<file path="src/rtl/div_issue_unit_pkg.sv">
// Shared definitions for the divider issue sequencer: FSM state encoding and
// the MIPS funct codes main control decodes to raise req.
package div_issue_unit_pkg;

  localparam logic [1:0] ST_IDLE  = 2'd0;
  localparam logic [1:0] ST_ISSUE = 2'd1;
  localparam logic [1:0] ST_WAIT  = 2'd2;
  localparam logic [1:0] ST_FIX   = 2'd3;

  typedef enum logic [1:0] {
    IDLE  = ST_IDLE,
    ISSUE = ST_ISSUE,
    WAIT  = ST_WAIT,
    FIX   = ST_FIX
  } state_t;

  localparam logic [5:0] FUNCT_DIV  = 6'h1A;
  localparam logic [5:0] FUNCT_DIVU = 6'h1B;

endpackage

</file>
<file path="src/rtl/div_issue_unit_abs_conv.sv">
// Two's-complement magnitude: negates negative values when is_signed is set,
// otherwise passes the operand through unchanged.
module abs_conv #(
  parameter int DATA_WIDTH = 32
) (
  input  logic [DATA_WIDTH-1:0] val,
  input  logic                  is_signed,
  output logic [DATA_WIDTH-1:0] mag
);

  assign mag = (is_signed && val[DATA_WIDTH-1]) ? (~val + 1'b1) : val;

endmodule

</file>
<file path="src/rtl/div_issue_unit.sv">
// Sequencer around the iterative divider: issues the start pulse, stalls the
// core, sign-corrects the quotient into LO. Optional macro: DIV_ZERO_DETECT_EN.
module div_issue_unit
  import div_issue_unit_pkg::*;
#(
  parameter int DATA_WIDTH = 32
) (
  input  logic                  clk,
  input  logic                  rst_n,
  input  logic                  req,
  input  logic                  is_signed,
  input  logic [DATA_WIDTH-1:0] rs_val,
  input  logic [DATA_WIDTH-1:0] rt_val,
  output logic                  div_start,
  output logic [DATA_WIDTH-1:0] div_op1,
  output logic [DATA_WIDTH-1:0] div_op2,
  input  logic [DATA_WIDTH-1:0] div_result,
  input  logic                  div_done,
  output logic                  stall,
  output logic [DATA_WIDTH-1:0] lo_out,
  output logic                  div_zero
);

  state_t                  state_reg, state_next;
  logic [DATA_WIDTH-1:0]   op1_reg, op1_next;
  logic [DATA_WIDTH-1:0]   op2_reg, op2_next;
  logic [DATA_WIDTH-1:0]   q_reg, q_next;
  logic [DATA_WIDTH-1:0]   lo_reg, lo_next;
  logic                    neg_q_reg, neg_q_next;
  logic                    start_reg, start_next;
  logic                    stall_reg, stall_next;
  logic                    zero_reg, zero_next;
  logic [DATA_WIDTH-1:0]   rs_mag, rt_mag;

  abs_conv #(.DATA_WIDTH(DATA_WIDTH)) u_abs_rs (
    .val       (rs_val),
    .is_signed (is_signed),
    .mag       (rs_mag)
  );

  abs_conv #(.DATA_WIDTH(DATA_WIDTH)) u_abs_rt (
    .val       (rt_val),
    .is_signed (is_signed),
    .mag       (rt_mag)
  );

  always_comb begin
    state_next = state_reg;
    op1_next   = op1_reg;
    op2_next   = op2_reg;
    q_next     = q_reg;
    lo_next    = lo_reg;
    neg_q_next = neg_q_reg;
    zero_next  = zero_reg;
    case (state_reg)
      IDLE: begin
        if (req) begin
          op1_next   = rs_mag;
          op2_next   = rt_mag;
          neg_q_next = is_signed & (rs_val[DATA_WIDTH-1] ^ rt_val[DATA_WIDTH-1]);
          state_next = ISSUE;
`ifdef DIV_ZERO_DETECT_EN
          // Zero divisor bypasses the divider and forces an all-ones quotient
          if (rt_val == '0) begin
            q_next     = '1;
            neg_q_next = 1'b0;
            zero_next  = 1'b1;
            state_next = FIX;
          end
`endif
        end
      end
      ISSUE: state_next = WAIT;
      WAIT: begin
        if (div_done) begin
          q_next     = div_result;
          state_next = FIX;
        end
      end
      FIX: begin
        lo_next    = neg_q_reg ? (~q_reg + 1'b1) : q_reg;
        state_next = IDLE;
      end
      default: state_next = IDLE;
    endcase
    // Registered outputs follow the state being entered
    start_next = (state_next == ISSUE);
    stall_next = (state_next != IDLE);
  end

  always_ff @(posedge clk or negedge rst_n) begin
    if (!rst_n) begin
      state_reg <= IDLE;
      op1_reg   <= '0;
      op2_reg   <= '0;
      q_reg     <= '0;
      lo_reg    <= '0;
      neg_q_reg <= 1'b0;
      start_reg <= 1'b0;
      stall_reg <= 1'b0;
      zero_reg  <= 1'b0;
    end else begin
      state_reg <= state_next;
      op1_reg   <= op1_next;
      op2_reg   <= op2_next;
      q_reg     <= q_next;
      lo_reg    <= lo_next;
      neg_q_reg <= neg_q_next;
      start_reg <= start_next;
      stall_reg <= stall_next;
      zero_reg  <= zero_next;
    end
  end

  assign div_start = start_reg;
  assign div_op1   = op1_reg;
  assign div_op2   = op2_reg;
  assign stall     = stall_reg;
  assign lo_out    = lo_reg;
`ifdef DIV_ZERO_DETECT_EN
  assign div_zero  = zero_reg;
`else
  assign div_zero  = 1'b0;
`endif

endmodule

</file>
<file path="config.mk">
export PLATFORM = sky130hd
export DESIGN_NAME = div_issue_unit
export DESIGN_NICKNAME = d
export VERILOG_FILES = /design/src/rtl/div_issue_unit_pkg.sv /design/src/rtl/div_issue_unit_abs_conv.sv /design/src/rtl/div_issue_unit.sv
export SDC_FILE = /design/constraint.sdc
export NUM_CORES = 1
export LEC_CHECK = 0
export BUFFER_PORTS_ARGS = -buffer_cell sky130_fd_sc_hd__buf_4
export CORE_ASPECT_RATIO = 0.9
export CORE_UTILIZATION = 48
export DETAILED_ROUTE_END_ITERATION = 16
export PLACE_DENSITY = 0.75
export SLEW_MARGIN = 40
export SYNTH_ARGS = -nofsm -noshare
export SYNTH_HDL_FRONTEND = slang
export SYNTH_SLANG_ARGS = --single-unit
</file>
<file path="constraint.sdc">
create_clock -name clk -period 4.8 [get_ports clk]
set_input_delay 0.24 -clock clk [delete_from_list [all_inputs] [get_ports clk]]
set_output_delay 0.24 -clock clk [all_outputs]
set_load 0.1 [all_outputs]
</file>
# Word level (Yosys, flattened, before mapping)

Index checks and enable logic that the tools add are counted.

Logic and storage cells: 32
Latch bits: 0
Memory bits (read-only): 0
Memory bits (writable): 0
Input port bits: 101
Register bits: 133
Output and inout port bits: 99
Memories: 0

Multipliers: 0
$lt $le $gt $ge: 0
Equality and inequality tests: 4
Divide/modulo/power cells: 0
$add $sub $neg: 3
Mux-type cells: 6
Reductions and logical operators: 6
Shift-type cells: 0
Bitwise operators: 5

Operators with widths:

| operator              | count |
|---|---|
| $add 32x1->32 const B | 3 |
| $mux 32               | 3 |
| $not 32->32           | 3 |
| $pmux 2 s4            | 1 |
| $eq 2x1->1 const B    | 2 |
| $eq 2x2->1 const B    | 2 |
| $mux 2                | 2 |
| $reduce_and 2->1      | 2 |
| $logic_and 1x1->1     | 2 |
| $logic_not 2->1       | 1 |
| $reduce_bool 2->1     | 1 |
| $and 1x1->1           | 1 |
| $xor 1x1->1           | 1 |

# Depth between registers and ports, before layout

Depth after elaboration: 3
Mapped depth: 9
Mapped depth without buffers: 8

# Modules after synthesis

From an unflattened synthesis, not the netlist that was laid out.

Cells, all modules: 646
Area, all modules: 7203.2 um2

Modules (own cells, without submodules):

| module         | seq. area each (um2) | cells each | instances | area an instance (um2) |
|---|---|---|---|---|
| div_issue_unit | 3328.2               | 430        | 1         | 5766.8 |
| abs_conv       | 0.0                  | 108        | 2         | 718.2 |

# Worst setup path after synthesis

Ideal clock, no wire load.

Path kind: flip-flop to flip-flop
Start point: reg q_reg[1]
End point: reg lo_reg[19], in the netlist lo_out[19]
Cell stages (with the launch flop): 8
Period minus slack after synthesis: 2.301 ns
Arrival: 2.164 ns
Setup time: 0.137 ns
Setup slack: 2.499 ns
Buffers on the path: 1
Required time: 4.663 ns
Cell sequence: dfrtp_1 -> or4_1 -> buf_2 -> or3_4 -> or3_1 -> o41ai_2 -> xor2_1 -> a21oi_1

Longest elaborated chain between the ends: 3

Ends and longest elaborated chain:

| what                   | RTL line              | RTL |
|---|---|---|
| start, declared        | div_issue_unit.sv:27  | `logic [DATA_WIDTH-1:0] q_reg, q_next;` |
| start signal, assigned | div_issue_unit.sv:106 | `q_reg <= q_next;` |
| $not 32->32            | div_issue_unit.sv:81  | `lo_next = neg_q_reg ? (~q_reg + 1'b1) : q_reg;` |
| $add 32x1->32          | div_issue_unit.sv:81  |  |
| $mux 32                | div_issue_unit.sv:81  |  |
| end signal, assigned   | div_issue_unit.sv:107 | `lo_reg <= lo_next;` |
| end, declared          | div_issue_unit.sv:28  | `logic [DATA_WIDTH-1:0] lo_reg, lo_next;` |

Every way passes these cells.
A chain may end at the register's enable or synchronous reset.

# Worst setup path in the final report

Ends and elaborated chain as after synthesis.

==> reports/metrics.csv <==
metric,value,unit
outcome,"complete, no violations",
Hold Crit Start,div_result[19],
post-cts resize count,0,
# Max-Cap Violations,0,
wire per inst,16.1,um
max_slew headroom,45.4,%
Netlist cell types,49,
Final Skew,0.00865,ns
die width,128,um
cell with the most instances after synthesis,dfrtp_1,
first-pass GRT wire length,28.9,mm
Tightest Hold Check Type,input pin to flip-flop,
Synth Register Bits,133,
core area,13600,um^2
Post-Syn Instances,701,
clk buf depth,2,
final worst path period need,2.52,ns
fin nets,993,
RSZ-0062 raised after global routing,no,
Setup CP Type,flip-flop to flip-flop,
post-synthesis net count,809,
final hold vios,0,
std cell rows,40,
drt total wl,17.5,mm
WP data required,5.07,ns
H-tree levels,4,
top cell types by occurrence after synthesis,"dfrtp_1 (133), o21ai_0 (81), nand2_1 (78), nor2_1 (66), a21oi_1 (51)",
total vias in the final route,5814,
design area,9070,um^2
sequential share of the synthesized area,48.7,%
ys flop type,dfrtp_1,
arrival time worst endpoint,2.79,ns
CTS buffer count,17,
top post-synthesis cells by area,"dfrtp_1 (49%), xor2_1 (6.0%), o21ai_0 (5.9%)",
biggest area consumer among synthesized cells,dfrtp_1,
Layout area overhead,32.8,%
"Cell Area, Synth",6840,um^2
FILL cells,1099,
Sink Count,133,
DRT iter0 DRCs,290,
antenna violations before repair,0,
max incr delay on CP,0.68,ns
die height,115,um
CP startpoint,q_reg[1]$_DFFE_PN0P_,
Post-synth EDFFs,0,
"Setup violations, final",0,
GR Util All Layers,25.3,%
share of cells above drive strength 1,31.7,%
Yosys top cell area share,48.7,%
part of the cycle the worst path needs,52.5,%
Worst-path clk slew,0.06,ns
fmax,397,MHz
CP top delay family,simple AND/OR/NAND/NOR gates,
placed inst area,8460,um^2
Worst path slowest cell,or4_1,
fraction of registers with async set/reset,100,%
Vias/cell,5.35,
IO Pins,200,
dpl hpwl,12.5,mm
Clock Tree Root,clkbuf_16,
crit path cell chain,or4_1 > or3_4 > or3_1 > o41ai_2 > xor2_1 > a21oi_1,
largest net degree at the start of global routing,82,
die area,14700,um^2
vias in the first global route,5797,
yosys warns,0,
clk_lat worst skew,0.42,ns
Slew Limit Fails,0,
ant diodes,0,
Initial Util,50.2,%
CP bufs+invs,0,
Worst Setup End Kind,flip-flop,
Pre-antenna DRT Iters,5,
critical path startpoint category,flip-flop,
Worst Max-Slew Pin Slew,0.817,ns
DRT antenna net count,0,
reg2reg start,q_reg[1]$_DFFE_PN0P_,
CP max FO,6,
CTS tree,built,
grt total ovfl,0,
residual DRC count,0,
PortBufs,198,
setup TNS,0,ns
syn_area_per_cell,9.75,um^2
RD Place Congestion,0.881,
==> logic make-up (layout without fill, tap and decap cells) <==
| family | count (synthesis) | after routing | synth area share (%) |
|---|---|---|---|
| mux | 36 | 36 | 5.91 |
| buf+inv | 50 | 247 | 2.82 |
| flops | 133 | 133 | 48.7 |
| xor+xnor | 85 | 85 | 10.9 |
| other cells | 1 | 1 | 0.0549 |
| fa+ha+maj | 7 | 7 | 1.28 |
| compound gates | 170 | 170 | 14.2 |
| simple gates | 219 | 219 | 16.2 |
==> metrics by stage <==
step	hold WS (ns)	setup slack (ns)	std cells	util, %
floorplan	-0.0556	2.50	701	-
detailed placement	0.322	2.29	1054	62.1
global route	0.0253	2.18	1087	66.7
CTS	0.0297	2.27	1087	66.7
global placement	0.315	2.35	1054	62.1
finish	0.0455	2.28	1087	66.7
==> routing by layer <==
metal / routed length [um] / up-vias / track usage (%) / share of wire, %
met3: 1610 / 19 / 9.77 / 9.2
met4: 214 / 0 / 8.71 / 1.2
met1: 7320 / 2771 / 31.3 / 42
li1: - / 2815 / - / -
met5: 0 / - / 0 / 0
met2: 8370 / 209 / 40.6 / 48
==> cells in the final DEF, fill, tap and decap left out, types with 6 or more instances in the layout <==
cell,count
a21oi_1,51
clkbuf_16,17
inv_1,12
nand2_1,77
o21ai_0,81
xnor2_1,38
nand3_1,9
nor3_1,14
nor2_1,66
o41ai_1,7
a31oi_1,8
ha_1,6
mux2_2,35
dfrtp_1,132
o31ai_1,14
xor2_1,47
buf_4,201
or4_1,9
==> path summary, 6_finish.rpt <==
kind	endpoint	slack [ns]	cells past startpoint
min reg2reg	div_op1[16]$_DFFE_PN0P_	0.48	2
min	q_reg[19]$_DFFE_PN0P_	0.05	2
max in group asynchronous	lo_out[1]$_DFFE_PN0N_	3.18	3
max	lo_out[19]$_DFFE_PN0N_	2.28	6
max reg2reg	lo_out[19]$_DFFE_PN0N_	2.28	6
min in group asynchronous	lo_out[2]$_DFFE_PN0N_	0.42	2
==> area by class of cell <==
type | count | area (um^2) | share of cell area [%]
flip-flops and latches | 133 | 3330 | 36.7
repair buffers | 203 | 1530 | 16.9
multi-input cells | 518 | 3320 | 36.6
inverters | 12 | 45.0 | 0.496
clock inverters | 12 | 153 | 1.68
clock buffers | 20 | 457 | 5.03
well taps | 189 | 236 | 2.61
==> repair_timing <==
action                                 in CTS  in global routing
buffers inserted                            0                  0
endpoints found under the hold margin      80                  0
hold buffers                                1                  0
Power is not shown: default switching activity piles up to over one toggle a cycle in this logic, so the estimate is an artifact.
